## src/rtl/viterbi_codec_if.sv

```systemverilog
// Encoder and decoder streaming signals of viterbi_codec, grouped as one bundle.
// The slave modport is the codec itself; the master modport is its environment.
interface viterbi_codec_if;
  logic       enc_enable_i;
  logic       enc_d_i;
  logic       enc_valid_o;
  logic [1:0] enc_d_o;
  logic       dec_enable_i;
  logic [1:0] dec_d_i;
  logic       dec_valid_o;
  logic       dec_d_o;

  modport slave (
    input  enc_enable_i, enc_d_i, dec_enable_i, dec_d_i,
    output enc_valid_o, enc_d_o, dec_valid_o, dec_d_o
  );

  modport master (
    output enc_enable_i, enc_d_i, dec_enable_i, dec_d_i,
    input  enc_valid_o, enc_d_o, dec_valid_o, dec_d_o
  );
endinterface

```

## src/rtl/viterbi_codec.sv

```systemverilog
// Rate-1/2 K=3 convolutional encoder (generators 7,5 octal) and a hard-decision
// Viterbi decoder with register-exchange survivors; the halves share only clk/rst.
module viterbi_codec #(
  parameter int TB_DEPTH = 16,
  parameter int PM_W     = 8
) (
  input  logic           clk,
  input  logic           rst,
  viterbi_codec_if.slave bus
);
  localparam int              CNT_W   = $clog2(TB_DEPTH + 1);
  localparam logic [PM_W-1:0] PM_NORM = PM_W'(1) << (PM_W - 2);
  localparam logic [PM_W-1:0] PM_INIT = PM_W'(16);
  localparam logic [CNT_W-1:0] CNT_MAX = CNT_W'(TB_DEPTH);

  logic [1:0] enc_state_q, enc_state_d;
  logic [1:0] enc_sym_q, enc_sym_d;
  logic       enc_valid_q, enc_valid_d;

  always_comb begin
    // NOTE: every combinational output is given a default first, so no path leaves it unassigned and no latch is inferred.
    enc_state_d = enc_state_q;
    enc_sym_d   = enc_sym_q;
    enc_valid_d = bus.enc_enable_i;
    if (bus.enc_enable_i) begin
      enc_sym_d   = {bus.enc_d_i ^ enc_state_q[1] ^ enc_state_q[0], bus.enc_d_i ^ enc_state_q[0]};
      enc_state_d = {bus.enc_d_i, enc_state_q[1]};
    end
  end

  always_ff @(posedge clk) begin
    // NOTE: state registers use non-blocking assignments so every flop samples pre-edge values regardless of statement order.
    if (rst) begin
      enc_state_q <= '0;
      enc_sym_q   <= '0;
      enc_valid_q <= 1'b0;
    end else begin
      enc_state_q <= enc_state_d;
      enc_sym_q   <= enc_sym_d;
      enc_valid_q <= enc_valid_d;
    end
  end

  function automatic logic [1:0] bm_f(input logic [1:0] r, input logic g0, input logic g1);
    return 2'(r[1] ^ g0) + 2'(r[0] ^ g1);
  endfunction

  logic [PM_W-1:0]     pm_q [4];
  logic [PM_W-1:0]     pm_d [4];
  logic [PM_W-1:0]     cand0 [4];
  logic [PM_W-1:0]     cand1 [4];
  logic [PM_W-1:0]     pm_raw [4];
  logic                sel [4];
  logic [TB_DEPTH-1:0] surv_q [4];
  logic [TB_DEPTH-1:0] surv_d [4];
  logic [TB_DEPTH-1:0] surv_new [4];
  logic [CNT_W-1:0]    cnt_q, cnt_d;
  logic [PM_W-1:0]     pm_min;
  logic [1:0]          best;
  logic                norm;
  logic                dec_valid_q, dec_valid_d;
  logic                dec_bit_q, dec_bit_d;

  always_comb begin
    // Next state ns={u,p}: predecessor {p,0} emits {u^p, u}, predecessor {p,1} the complement.
    for (int ns = 0; ns < 4; ns++) begin
      cand0[ns]    = pm_q[{ns[0], 1'b0}] + PM_W'(bm_f(bus.dec_d_i, ns[1] ^ ns[0], ns[1]));
      cand1[ns]    = pm_q[{ns[0], 1'b1}] + PM_W'(bm_f(bus.dec_d_i, ~(ns[1] ^ ns[0]), ~ns[1]));
      sel[ns]      = cand1[ns] < cand0[ns];
      pm_raw[ns]   = sel[ns] ? cand1[ns] : cand0[ns];
      surv_new[ns] = sel[ns] ? {surv_q[{ns[0], 1'b1}][TB_DEPTH-2:0], ns[1]}
                             : {surv_q[{ns[0], 1'b0}][TB_DEPTH-2:0], ns[1]};
    end

    pm_min = pm_raw[0];
    best   = 2'd0;
    for (int s = 1; s < 4; s++) begin
      if (pm_raw[s] < pm_min) begin
        pm_min = pm_raw[s];
        best   = 2'(s);
      end
    end
    norm = pm_min >= PM_NORM;

    pm_d        = pm_q;
    surv_d      = surv_q;
    cnt_d       = cnt_q;
    dec_bit_d   = dec_bit_q;
    dec_valid_d = 1'b0;
    if (bus.dec_enable_i) begin
      for (int s = 0; s < 4; s++) pm_d[s] = norm ? pm_raw[s] - PM_NORM : pm_raw[s];
      surv_d      = surv_new;
      cnt_d       = (cnt_q == CNT_MAX) ? cnt_q : cnt_q + CNT_W'(1);
      dec_bit_d   = surv_new[best][TB_DEPTH-1];
      dec_valid_d = cnt_d >= CNT_MAX;
    end
  end

  always_ff @(posedge clk) begin
    if (rst) begin
      // NOTE: survivors are reset like any other state because a restart must trace back through all-zero paths, not stale data.
      for (int s = 0; s < 4; s++) begin
        pm_q[s]   <= (s == 0) ? '0 : PM_INIT;
        surv_q[s] <= '0;
      end
      cnt_q       <= '0;
      dec_valid_q <= 1'b0;
      dec_bit_q   <= 1'b0;
    end else begin
      pm_q        <= pm_d;
      surv_q      <= surv_d;
      cnt_q       <= cnt_d;
      dec_valid_q <= dec_valid_d;
      dec_bit_q   <= dec_bit_d;
    end
  end

  assign bus.enc_valid_o = enc_valid_q;
  assign bus.enc_d_o     = enc_sym_q;
  assign bus.dec_valid_o = dec_valid_q;
  assign bus.dec_d_o     = dec_bit_q;
endmodule

```

## src/flat_wrapper.sv

```systemverilog
// flat-port wrapper written by rule: the top's interface ports become plain ports
module viterbi_codec_flat 
#(
  parameter int TB_DEPTH = 16,
  parameter int PM_W     = 8
)
  (clk, rst, bus_enc_enable_i, bus_enc_d_i, bus_dec_enable_i, bus_dec_d_i, bus_enc_valid_o, bus_enc_d_o, bus_dec_valid_o, bus_dec_d_o);
  viterbi_codec_if bus_i ();
  input  logic clk;
  input  logic rst;
  input wire logic [$bits(bus_i.enc_enable_i)-1:0] bus_enc_enable_i;
  input wire logic [$bits(bus_i.enc_d_i)-1:0] bus_enc_d_i;
  input wire logic [$bits(bus_i.dec_enable_i)-1:0] bus_dec_enable_i;
  input wire logic [$bits(bus_i.dec_d_i)-1:0] bus_dec_d_i;
  output wire logic [$bits(bus_i.enc_valid_o)-1:0] bus_enc_valid_o;
  output wire logic [$bits(bus_i.enc_d_o)-1:0] bus_enc_d_o;
  output wire logic [$bits(bus_i.dec_valid_o)-1:0] bus_dec_valid_o;
  output wire logic [$bits(bus_i.dec_d_o)-1:0] bus_dec_d_o;
  assign bus_i.enc_enable_i = bus_enc_enable_i;
  assign bus_i.enc_d_i = bus_enc_d_i;
  assign bus_i.dec_enable_i = bus_dec_enable_i;
  assign bus_i.dec_d_i = bus_dec_d_i;
  assign bus_enc_valid_o = bus_i.enc_valid_o;
  assign bus_enc_d_o = bus_i.enc_d_o;
  assign bus_dec_valid_o = bus_i.dec_valid_o;
  assign bus_dec_d_o = bus_i.dec_d_o;
  viterbi_codec #(.TB_DEPTH(TB_DEPTH), .PM_W(PM_W)) u_core (.clk(clk), .rst(rst), .bus(bus_i));
endmodule
```

## config.mk

```make
export PLATFORM = sky130hd
export DESIGN_NAME = viterbi_codec_flat
export DESIGN_NICKNAME = d
export VERILOG_FILES = /design/src/rtl/viterbi_codec_if.sv /design/src/rtl/viterbi_codec.sv /design/src/flat_wrapper.sv
export SDC_FILE = /design/constraint.sdc
export NUM_CORES = 1
export LEC_CHECK = 0
export CAP_MARGIN = 5
export CORE_MARGIN = 5
export CORE_UTILIZATION = 34
export DETAILED_ROUTE_END_ITERATION = 7
export PLACE_DENSITY = 0.52
export SYNTH_ARGS = -nofsm -noshare
export SYNTH_HDL_FRONTEND = slang
export SYNTH_SLANG_ARGS = --single-unit
```

## constraint.sdc

```tcl
create_clock -name clk -period 11.5 [get_ports clk]
set_clock_uncertainty 0.1 [all_clocks]
set_input_delay 2.3 -clock clk [delete_from_list [all_inputs] [get_ports clk]]
set_output_delay 2.3 -clock clk [all_outputs]
set_load 0.02 [all_outputs]
```

==> results of run 1 <==
-- registers in the layout (all words and copies together) (netlist names), named ones only --
name and count:
u_core.surv_q 55, u_core.enc_state_q 2, u_core.cnt_q 4, u_core.pm_q 32, u_core.bus.enc_valid_o 1, u_core.bus.dec_valid_o 1, u_core.bus.enc_d_o 2, u_core.bus.dec_d_o 1
-- through the flow --
step                setup slack, ns  cells  hold WS (ns)  utilization  TNS (ns)
floorplan                     0.255    866         0.335            -         0
global placement              0.105   1138         0.348        0.373         0
detailed placement          -0.0976   1138         0.360        0.373    -0.518
CTS                           0.212   1154         0.371        0.387         0
global route                -0.0655   1157         0.396        0.391    -0.194
finish                        0.497   1157         0.367        0.391         0
-- layout make-up --
| cell class | instances | area share |
|---|---|---|
| Clock buffer | 10 | 0.0277 |
| Sequential cell | 99 | 0.240 |
| Tap cell | 275 | 0.0416 |
| Multi-Input combinational cell | 679 | 0.614 |
| Clock inverter | 6 | 0.00938 |
| Inverter | 35 | 0.0162 |
| Timing Repair Buffer | 53 | 0.0509 |
-- cells in the final DEF, fill, tap and decap left out, drive strengths merged, types with 4 or more instances in the layout --
master,instances
a31oi,5
ha,67
and3,7
xnor2,34
buf,44
nor3,11
o311ai,6
nand2,43
and2,5
a21oi,42
nand3,8
o21a,8
clkbuf,10
clkdlybuf4s50,9
dfxtp,99
xor2,33
a211o,4
o21ai,29
mux2i,87
inv,39
a2111oi,4
a211oi,61
a41o,4
a21o,13
nand4,9
mux2,7
nor4,4
nor2b,12
nor2,139
-- per-layer routing --
metal / wire length, µm / vias up / part of all wire / GRT usage
li1: - / 3112 / - / -
met1: 9350 / 2724 / 0.52 / 0.207
met2: 7970 / 54 / 0.44 / 0.238
met3: 445 / 9 / 0.025 / 0.0269
met4: 158 / 0 / 0.0088 / 0.0336
met5: 0 / - / 0 / 0
-- worst max-delay path: cells and delay by family --
family                   cells  cell delay, ns
XOR/XNOR                     1            0.20
AO/OA/AOI/OAI               18            3.70
adder cells (fa/ha/maj)      6            1.51
AND/OR/NAND/NOR             11            1.80
multiplexers                 3            0.65
buffers and inverters        6            0.96
-- worst paths after layout --
| path | from | slack (ns) | endpoint | cells after the start |
|---|---|---|---|---|
| setup / recovery | bus_dec_d_i[0] | 0.50 | u_core.pm_q[31] | 45 |
| hold / removal | u_core.surv_q[1] | 0.37 | u_core.surv_q[1] | 2 |
| setup reg to reg | u_core.pm_q[0] | 3.04 | u_core.pm_q[31] | 41 |
| hold reg to reg | u_core.surv_q[1] | 0.37 | u_core.surv_q[1] | 2 |
-- logic make-up (layout without fill, tap and decap cells) --
| family | count (synthesis) | in the layout |
|---|---|---|
| AND/OR/NAND/NOR | 253 | 253 |
| AO/OA/AOI/OAI | 196 | 197 |
| flip-flops | 99 | 99 |
| multiplexers | 94 | 94 |
| buffers and inverters | 89 | 104 |
| adder cells (fa/ha/maj) | 68 | 68 |
| XOR/XNOR | 67 | 67 |
-- what timing repair did --
item                       in CTS  in global routing
hold endpoints to repair        0                  0
buffers inserted                0                  2
setup endpoints to repair       0                  9
resized for setup               0                 12
==> run_results.csv, run 1 <==
group,metric,value,unit
yosys,async_reset_ff_frac,0,
routing,ant_nets,0,
place,dpl_cell_area,0.00788,mm²
yosys,synth_top_area_share,0.270,
timing,tightest_slew,1.10,ns
cells_and_area,fillers,2176,
status,status,"complete, no violations",
yosys,yosysTopAreaCell,"dfxtp_1",
cts,max-clock-path-buffers,2,
timing,fin_crit,11.00,ns
cts,clock_latency,0.36,ns
cts,cts_num_sinks,99,
timing,maxSlewViolCount,0,
worst_setup_path,slowest_delay,0.47,ns
yosys,yosysMostFrequentCell,"nor2_1",
worst_setup_path,crit_slowest_cell,"clkdlybuf4s50_1",
yosys,synth_fa_ha_area_frac,0.116,
worst_setup_path,crit_fanout,6,
routing,drt-pass1-iter-count,4,
cells_and_area,multi_input_area,0.00508,mm²
yosys,ys_warn_count,0,
worst_setup_path,endpoint_kind,"register",
cells_and_area,regArea,0.00198,mm²
yosys,synth_common_cells,"nor2_1, dfxtp_1, mux2i_1",
global_routing,grt_start_max_net_pins,103,
global_routing,grt_usage,0.148,
cells_and_area,n_antenna_cell,0,
floorplanning,core_area,0.0212,mm²
yosys,synthMuxAreaShare,0.134,
cells_and_area,areaGrowthSynthToFinish,12.5,%
timing,setup_violations,0,
worst_setup_path,cp_data_required_time,11.64,ns
yosys,ys_seq_elements,99,
cells_and_area,drive_above_1_share,0.115,
cts,cts_made_buffers,9,
yosys,synth_fp_nets,940,
timing,hold_viol_final,0,
floorplanning,num_io_pins,12,
routing,wire_per_inst,15.5,µm
yosys,avgSynthCellArea,8.49,µm²
floorplanning,num_rows,53,
timing,period_share,0.957,
cells_and_area,fin_nets,951,
yosys,synthSimpleGateAreaFrac,0.158,
cts,htree_levels,3,
job,cap_viol_max_count,0,
worst_setup_path,cp-start-kind,"input port",
global_routing,grt_pass1_vias,5663,
worst_setup_path,arrival,11.14,ns
routing,drcViolationCount,0,
floorplanning,start_util,0.347,
routing,viasPerCell,5.10,
yosys,netlist_instances,866,
worst_hold_path,holdCritPathClass,"reg -> reg",
yosys,yosys-top-cells-area,"dfxtp_1, ha_1, mux2i_1",
timing,slew_headroom,0.268,
floorplanning,die_area,0.0247,mm²
routing,wl,17.9,mm
yosys,yosysUniqueCellTypes,70,
yosys,synth_top_family_by_area,"compound AO/OA/AOI/OAI gates",
global_routing,grt_pass1_wl,29.5,mm
cts,cts_tree,"done",
worst_setup_path,cpMostUsedCell,"ha_1",
yosys,ys_seq_area_frac,0.270,
cts,cts-root-buf,"clkbuf_16",
global_routing,antenna_found_initial,0,
cts,hold_buffers,0,
routing,num_vias,5899,
place,globalplace.congestion,0.868,
yosys,synth_compound_area_frac,0.192,
yosys,synth-edff-count,0,
place,place_hpwl,13.0,mm
floorplanning,die_w,157,µm
cells_and_area,fin_area,0.00827,mm²
place,numPortBuffers,11,
routing,drt_iter0_drc,280,
timing,fmax,90.9,MHz
yosys,synthXorXnorAreaFrac,0.0819,
worst_setup_path,path_class,"in -> reg",
cts,clkTransAtPathRegs,0.07,ns
yosys,synth_ff_type,"dfxtp_1",
floorplanning,die-height,157,µm
global_routing,gr-total-overflow,0,
yosys,synth_area,0.00735,mm²
Power of run 1 is left out: the tool's default activity adds up to more than one toggle a clock period on the data nets, which glitch-free logic cannot reach.
==> run 2, diff against run 1 <==
--- a/config.mk
+++ b/config.mk
@@ -10,6 +10,7 @@
 export CORE_UTILIZATION = 34
 export DETAILED_ROUTE_END_ITERATION = 7
 export PLACE_DENSITY = 0.52
+export RECOVER_POWER = 100
 export SYNTH_ARGS = -nofsm -noshare
 export SYNTH_HDL_FRONTEND = slang
 export SYNTH_SLANG_ARGS = --single-unit
==> constraint.sdc (replaced) <==
create_clock -name clk -period 11.5 [get_ports clk]
set_clock_uncertainty 0.1 [all_clocks]
set_input_delay 3.45 -clock clk [delete_from_list [all_inputs] [get_ports clk]]
set_output_delay 3.45 -clock clk [all_outputs]
set_load 0.02 [all_outputs]
==> run 2 against run 1 <==
Effect of this change: hold slack better by 0.0057 ns; clock-buffer cell count decreased by 1; global-route usage up 0.99 points; critical path depth shrank 1; sequential cell count did not move; via count up 7.1%; first-iteration DRC count increased by 18%; non-clock buffer count up 89; cell area up 12%; sequential share of layout area decreased by 2.6 points; fmax fell by 1.4%; routed wire length rose by 8.1%.
==> run_results.csv, run 2 (synthesis gave the netlist of run 1 again) <==
group,metric,value,unit
status,status,"complete, no violations",
cts,max-clock-path-buffers,2,
routing,highest_layer,"met4",
worst_setup_path,startpoint,"bus_dec_d_i[0]",
cts,hold_buffers,0,
cells_and_area,areaGrowthSynthToFinish,26.2,%
cells_and_area,fin_nets,1039,
global_routing,antenna_found_initial,0,
routing,route.met2.wl,8.58,mm
floorplanning,num_io_pins,12,
routing,wl_met1,10.2,mm
cts,cts_made_buffers,9,
worst_setup_path,slowest_delay,0.45,ns
worst_setup_path,crit_fanout,5,
worst_setup_path,cp-start-kind,"input port",
worst_setup_path,arrival,11.26,ns
place,place_hpwl,14.1,mm
worst_hold_path,hold_start,"u_core.surv_q[0]",
timing,holdWs,0.373,ns
global_routing,grt_usage,0.158,
routing,ant_nets,0,
cells_and_area,largest_reg_flops,55,
cells_and_area,fin_area,0.00928,mm²
routing,drt_iter0_drc,329,
routing,drcViolationCount,0,
cells_and_area,multi_input_area,0.00541,mm²
cells_and_area,final_core_util,0.438,
cells_and_area,top_register,"u_core.surv_q",
cts,clkTransAtPathRegs,0.08,ns
cts,cts-root-buf,"clkbuf_16",
floorplanning,start_util,0.347,
cts,clock_latency,0.36,ns
timing,hold_viol_final,0,
global_routing,grt_start_max_net_pins,101,
worst_setup_path,crit_slowest_cell,"o311ai_4",
timing,setup_violations,0,
cts,htree_levels,3,
cells_and_area,drive_above_1_share,0.241,
worst_hold_path,holdCritPathClass,"reg -> reg",
place,globalplace.congestion,0.822,
routing,wl,19.4,mm
cells_and_area,regArea,0.00198,mm²
timing,setup_ws,0.342,ns
cells_and_area,final_common_cell,"nor2_1",
floorplanning,core_area,0.0212,mm²
floorplanning,die_w,157,µm
global_routing,grt_pass1_wl,31.5,mm
worst_setup_path,r2r_start,"u_core.pm_q[0]",
routing,met3WireLength,430,µm
global_routing,grt_pass1_vias,6004,
cells_and_area,layout_common_cells,"nor2_1, buf_4, dfxtp_1",
routing,drt-pass1-iter-count,5,
worst_setup_path,cpMostUsedCell,"ha_4",
place,dpl_cell_area,0.00852,mm²
floorplanning,die-height,157,µm
place,numPortBuffers,11,
timing,maxSlewViolCount,0,
global_routing,gr-total-overflow,0,
timing,fmax,89.6,MHz
floorplanning,die_area,0.0247,mm²
worst_setup_path,endpoint_kind,"register",
place,place_ws,-0.733,ns
cells_and_area,n_antenna_cell,0,
routing,wire_per_inst,15.6,µm
worst_setup_path,cp_data_required_time,11.60,ns
floorplanning,num_rows,53,
timing,slew_headroom,0.275,
timing,fin_crit,11.16,ns
timing,period_share,0.970,
worst_setup_path,path_class,"in -> reg",
cts,cts_num_sinks,99,
timing,tightest_slew,1.09,ns
routing,num_vias,6316,
cells_and_area,fillers,2099,
routing,viasPerCell,5.07,
cts,cts_tree,"done",
cells_and_area,reg_top3,"u_core.surv_q (55), u_core.pm_q (32), u_core.cnt_q (4)",
job,cap_viol_max_count,0,
[run 2: path summary, 6_finish.rpt]
path | to | slack (ns) | cells after the start
max | u_core.pm_q[31] | 0.34 | 44
min | u_core.surv_q[0] | 0.37 | 2
max reg2reg | u_core.pm_q[31] | 3.56 | 40
min reg2reg | u_core.surv_q[0] | 0.37 | 2
[run 2: routing by layer]
layer,up-vias,track usage
met3,10,0.0228
met4,0,0.0332
met5,-,0
met2,56,0.247
met1,2962,0.232
li1,3288,-
[run 2: cell type report]
class / instances / area share
Clock buffer: 9 / 0.0243
Multi-Input combinational cell: 678 / 0.583
Tap cell: 275 / 0.0371
Timing Repair Buffer: 142 / 0.117
Clock inverter: 7 / 0.00958
Sequential cell: 99 / 0.214
Inverter: 35 / 0.0144
[run 2: timing repair]
item                                    CTS  global route
endpoints found under the setup margin    9             9
gates resized for setup                  40            24
pin swaps                                22            30
setup buffers                            10            10
[run 2: worst max-delay path, delay by kind of cell]
kind                     cells  cell delay, ns
buffers and inverters        7            0.79
AND/OR/NAND/NOR             13            1.94
adder cells (fa/ha/maj)      6            1.40
AO/OA/AOI/OAI               15            2.88
XOR/XNOR                     1            0.21
multiplexers                 2            0.58
[run 2: stage by stage]
stage          setup TNS [ns]  cells
2_1_floorplan               0    866
3_3_place_gp            -3.70   1209
3_5_place_dp            -6.09   1209
4_1_cts                     0   1235
5_1_grt                -0.194   1245
6_report                    0   1245
Power of run 2 is left out for the same reason.
==> run 3, diff against run 2 <==
--- a/config.mk
+++ b/config.mk
@@ -7,10 +7,11 @@
 export LEC_CHECK = 0
 export CAP_MARGIN = 5
 export CORE_MARGIN = 5
-export CORE_UTILIZATION = 34
+export CORE_UTILIZATION = 40
 export DETAILED_ROUTE_END_ITERATION = 7
-export PLACE_DENSITY = 0.52
+export PLACE_DENSITY = 0.59
 export RECOVER_POWER = 100
+export SLEW_MARGIN = 10
 export SYNTH_ARGS = -nofsm -noshare
 export SYNTH_HDL_FRONTEND = slang
 export SYNTH_SLANG_ARGS = --single-unit
==> run 3 against run 2 <==
Effect of this change: the flow now finishes with violations (max-capacitance violations, max-slew violations); hold slack improved by 0.0021 ns; critical path depth decreased by 1; die area decreased by 14%; clock-buffer cell count increased by 2; global-route usage increased by 1.4 points; worst setup slack improved by 0.0095 ns; first-iteration DRC count decreased by 17%; fmax about the same; final cell count decreased by 4.6%; sequential share of layout area increased by 0.18 points; utilization increased by 7.2 points.
==> run_results.csv, run 3 (synthesis gave the netlist of run 1 again) <==
group,metric,value,unit
global_routing,grt_pass1_vias,6016,
cells_and_area,drive_above_1_share,0.239,
timing,tightest_slew,2.01,ns
timing,period_share,0.969,
cells_and_area,largest_reg_flops,55,
routing,drt_iter0_drc,274,
cells_and_area,n_antenna_cell,0,
status,violations,"max-capacitance violations, max-slew violations",
place,numPortBuffers,11,
status,status,"finished, violations left",
floorplanning,num_io_pins,12,
worst_setup_path,endpoint_kind,"register",
worst_setup_path,cp_data_required_time,11.59,ns
worst_setup_path,crit_path_end,"u_core.pm_q[31]",
routing,wire_per_inst,15.8,µm
worst_setup_path,cp-start-kind,"input port",
cells_and_area,final_core_util,0.510,
cells_and_area,multi_input_area,0.00551,mm²
routing,num_vias,6325,
cts,clock_latency,0.35,ns
routing,drt-pass1-iter-count,4,
worst_setup_path,path_class,"in -> reg",
worst_setup_path,r2r_cells,38,
routing,wl,18.8,mm
worst_setup_path,r2r_end,"u_core.pm_q[31]",
cells_and_area,top_register,"u_core.surv_q",
place,globalplace.congestion,0.859,
worst_setup_path,crit_fanout,8,
timing,maxSlewViolCount,53,
floorplanning,die_w,146,µm
cts,cts_made_buffers,9,
floorplanning,die-height,146,µm
cts,cts_num_sinks,99,
global_routing,grt_usage,0.172,
cells_and_area,final_common_cell,"nor2_1",
global_routing,gr-total-overflow,0,
job,cap_viol_max_count,1,
routing,drcViolationCount,0,
timing,fin_crit,11.15,ns
floorplanning,core_area,0.0180,mm²
worst_setup_path,arrival,11.24,ns
worst_setup_path,startpoint,"bus_dec_d_i[1]",
timing,setup_violations,0,
timing,slew_headroom,-0.337,
cells_and_area,fillers,1718,
floorplanning,num_rows,49,
cts,max-clock-path-buffers,2,
place,dp_cells,1158,
cts,cts-root-buf,"clkbuf_16",
worst_setup_path,crit_slowest_cell,"a2111oi_2",
cells_and_area,layout_common_cells,"nor2_1, buf_4, dfxtp_1",
cells_and_area,stdcell_count,1188,
cts,clkTransAtPathRegs,0.08,ns
worst_setup_path,rrSetupSlack,3.46,ns
global_routing,antenna_found_initial,0,
floorplanning,start_util,0.408,
cts,htree_levels,3,
cells_and_area,reg_top3,"u_core.surv_q (55), u_core.pm_q (32), u_core.cnt_q (4)",
worst_hold_path,whs_path_depth,2,
cells_and_area,fin_nets,1028,
routing,ant_nets,0,
cells_and_area,areaGrowthSynthToFinish,25.1,%
timing,fmax,89.7,MHz
worst_setup_path,r2r_start,"u_core.pm_q[1]",
routing,viasPerCell,5.32,
global_routing,grt_start_max_net_pins,101,
global_routing,grt_pass1_wl,30.5,mm
cells_and_area,regArea,0.00198,mm²
floorplanning,die_area,0.0212,mm²
cts,cts_tree,"done",
place,place_hpwl,13.4,mm
worst_hold_path,holdCritPathClass,"reg -> reg",
timing,hold_viol_final,0,
worst_setup_path,slowest_delay,0.34,ns
==> run 3: changes by cell type in the layout (fill, tap and decap cells not counted), moves of 3 or more <==
cell      delta
clkinv_8     -3
clkbuf_4     +3
a21oi_2      +3
o21ai_2      +4
buf_4       -21
a21oi_1      -3
clkbuf_1     +8
==> run 3: critical path: cells and delay by family <==
family / cells / cell delay (ns)
AND/OR/NAND/NOR: 9 / 1.66
buffers and inverters: 8 / 0.79
XOR/XNOR: 1 / 0.28
AO/OA/AOI/OAI: 17 / 2.96
multiplexers: 2 / 0.58
adder cells (fa/ha/maj): 6 / 1.49
==> run 3: timing repair <==
| item | in CTS | in global routing |
|---|---|---|
| hold buffers | 0 | 0 |
| buffers inserted | 6 | 8 |
| gates resized for setup | 26 | 59 |
| endpoints found under the setup margin | 9 | 9 |
| gates cloned | 0 | 1 |
| pin swaps | 16 | 41 |
==> run 3: worst min-delay path by stage <==
stage	start	endpoint	slack, ns
finish	u_core.surv_q[1]	u_core.surv_q[1]	0.38
global route	u_core.surv_q[18]	u_core.surv_q[18]	0.40
CTS	u_core.surv_q[0]	u_core.surv_q[0]	0.37
detailed placement	u_core.surv_q[0]	u_core.surv_q[0]	0.36
global placement	u_core.surv_q[0]	u_core.surv_q[0]	0.35
floorplan	u_core.surv_q[0]	u_core.surv_q[0]	0.33
==> run 3: metrics by stage <==
step | TNS [ns] | area (µm²) | worst slack [ns] | hold slack [ns]
5_1_grt | -0.200 | 9200 | -0.0567 | 0.402
4_1_cts | 0 | 8870 | 0.160 | 0.375
3_3_place_gp | -3.31 | 8430 | -0.405 | 0.349
3_5_place_dp | -5.82 | 8430 | -0.684 | 0.361
2_1_floorplan | 0 | 7480 | 0.0110 | 0.335
6_report | 0 | 9200 | 0.351 | 0.375
==> run 3: area by class of cell <==
type                    instances  share of cell area
clock buffers                  11              0.0264
well taps                     229              0.0312
inverters                      35              0.0151
multi-input cells             678               0.599
flip-flops and latches         99               0.216
clock inverters                 5             0.00449
repair buffers                131               0.108
==> run 3: routing by layer <==
metal | up-vias | global-route usage | routed length, µm
li1 | 3263 | - | -
met2 | 71 | 0.285 | 8820
met5 | - | 0 | 0
met3 | 16 | 0.0293 | 459
met1 | 2975 | 0.238 | 9290
met4 | 0 | 0.0322 | 228
Power of run 3 is left out for the same reason.
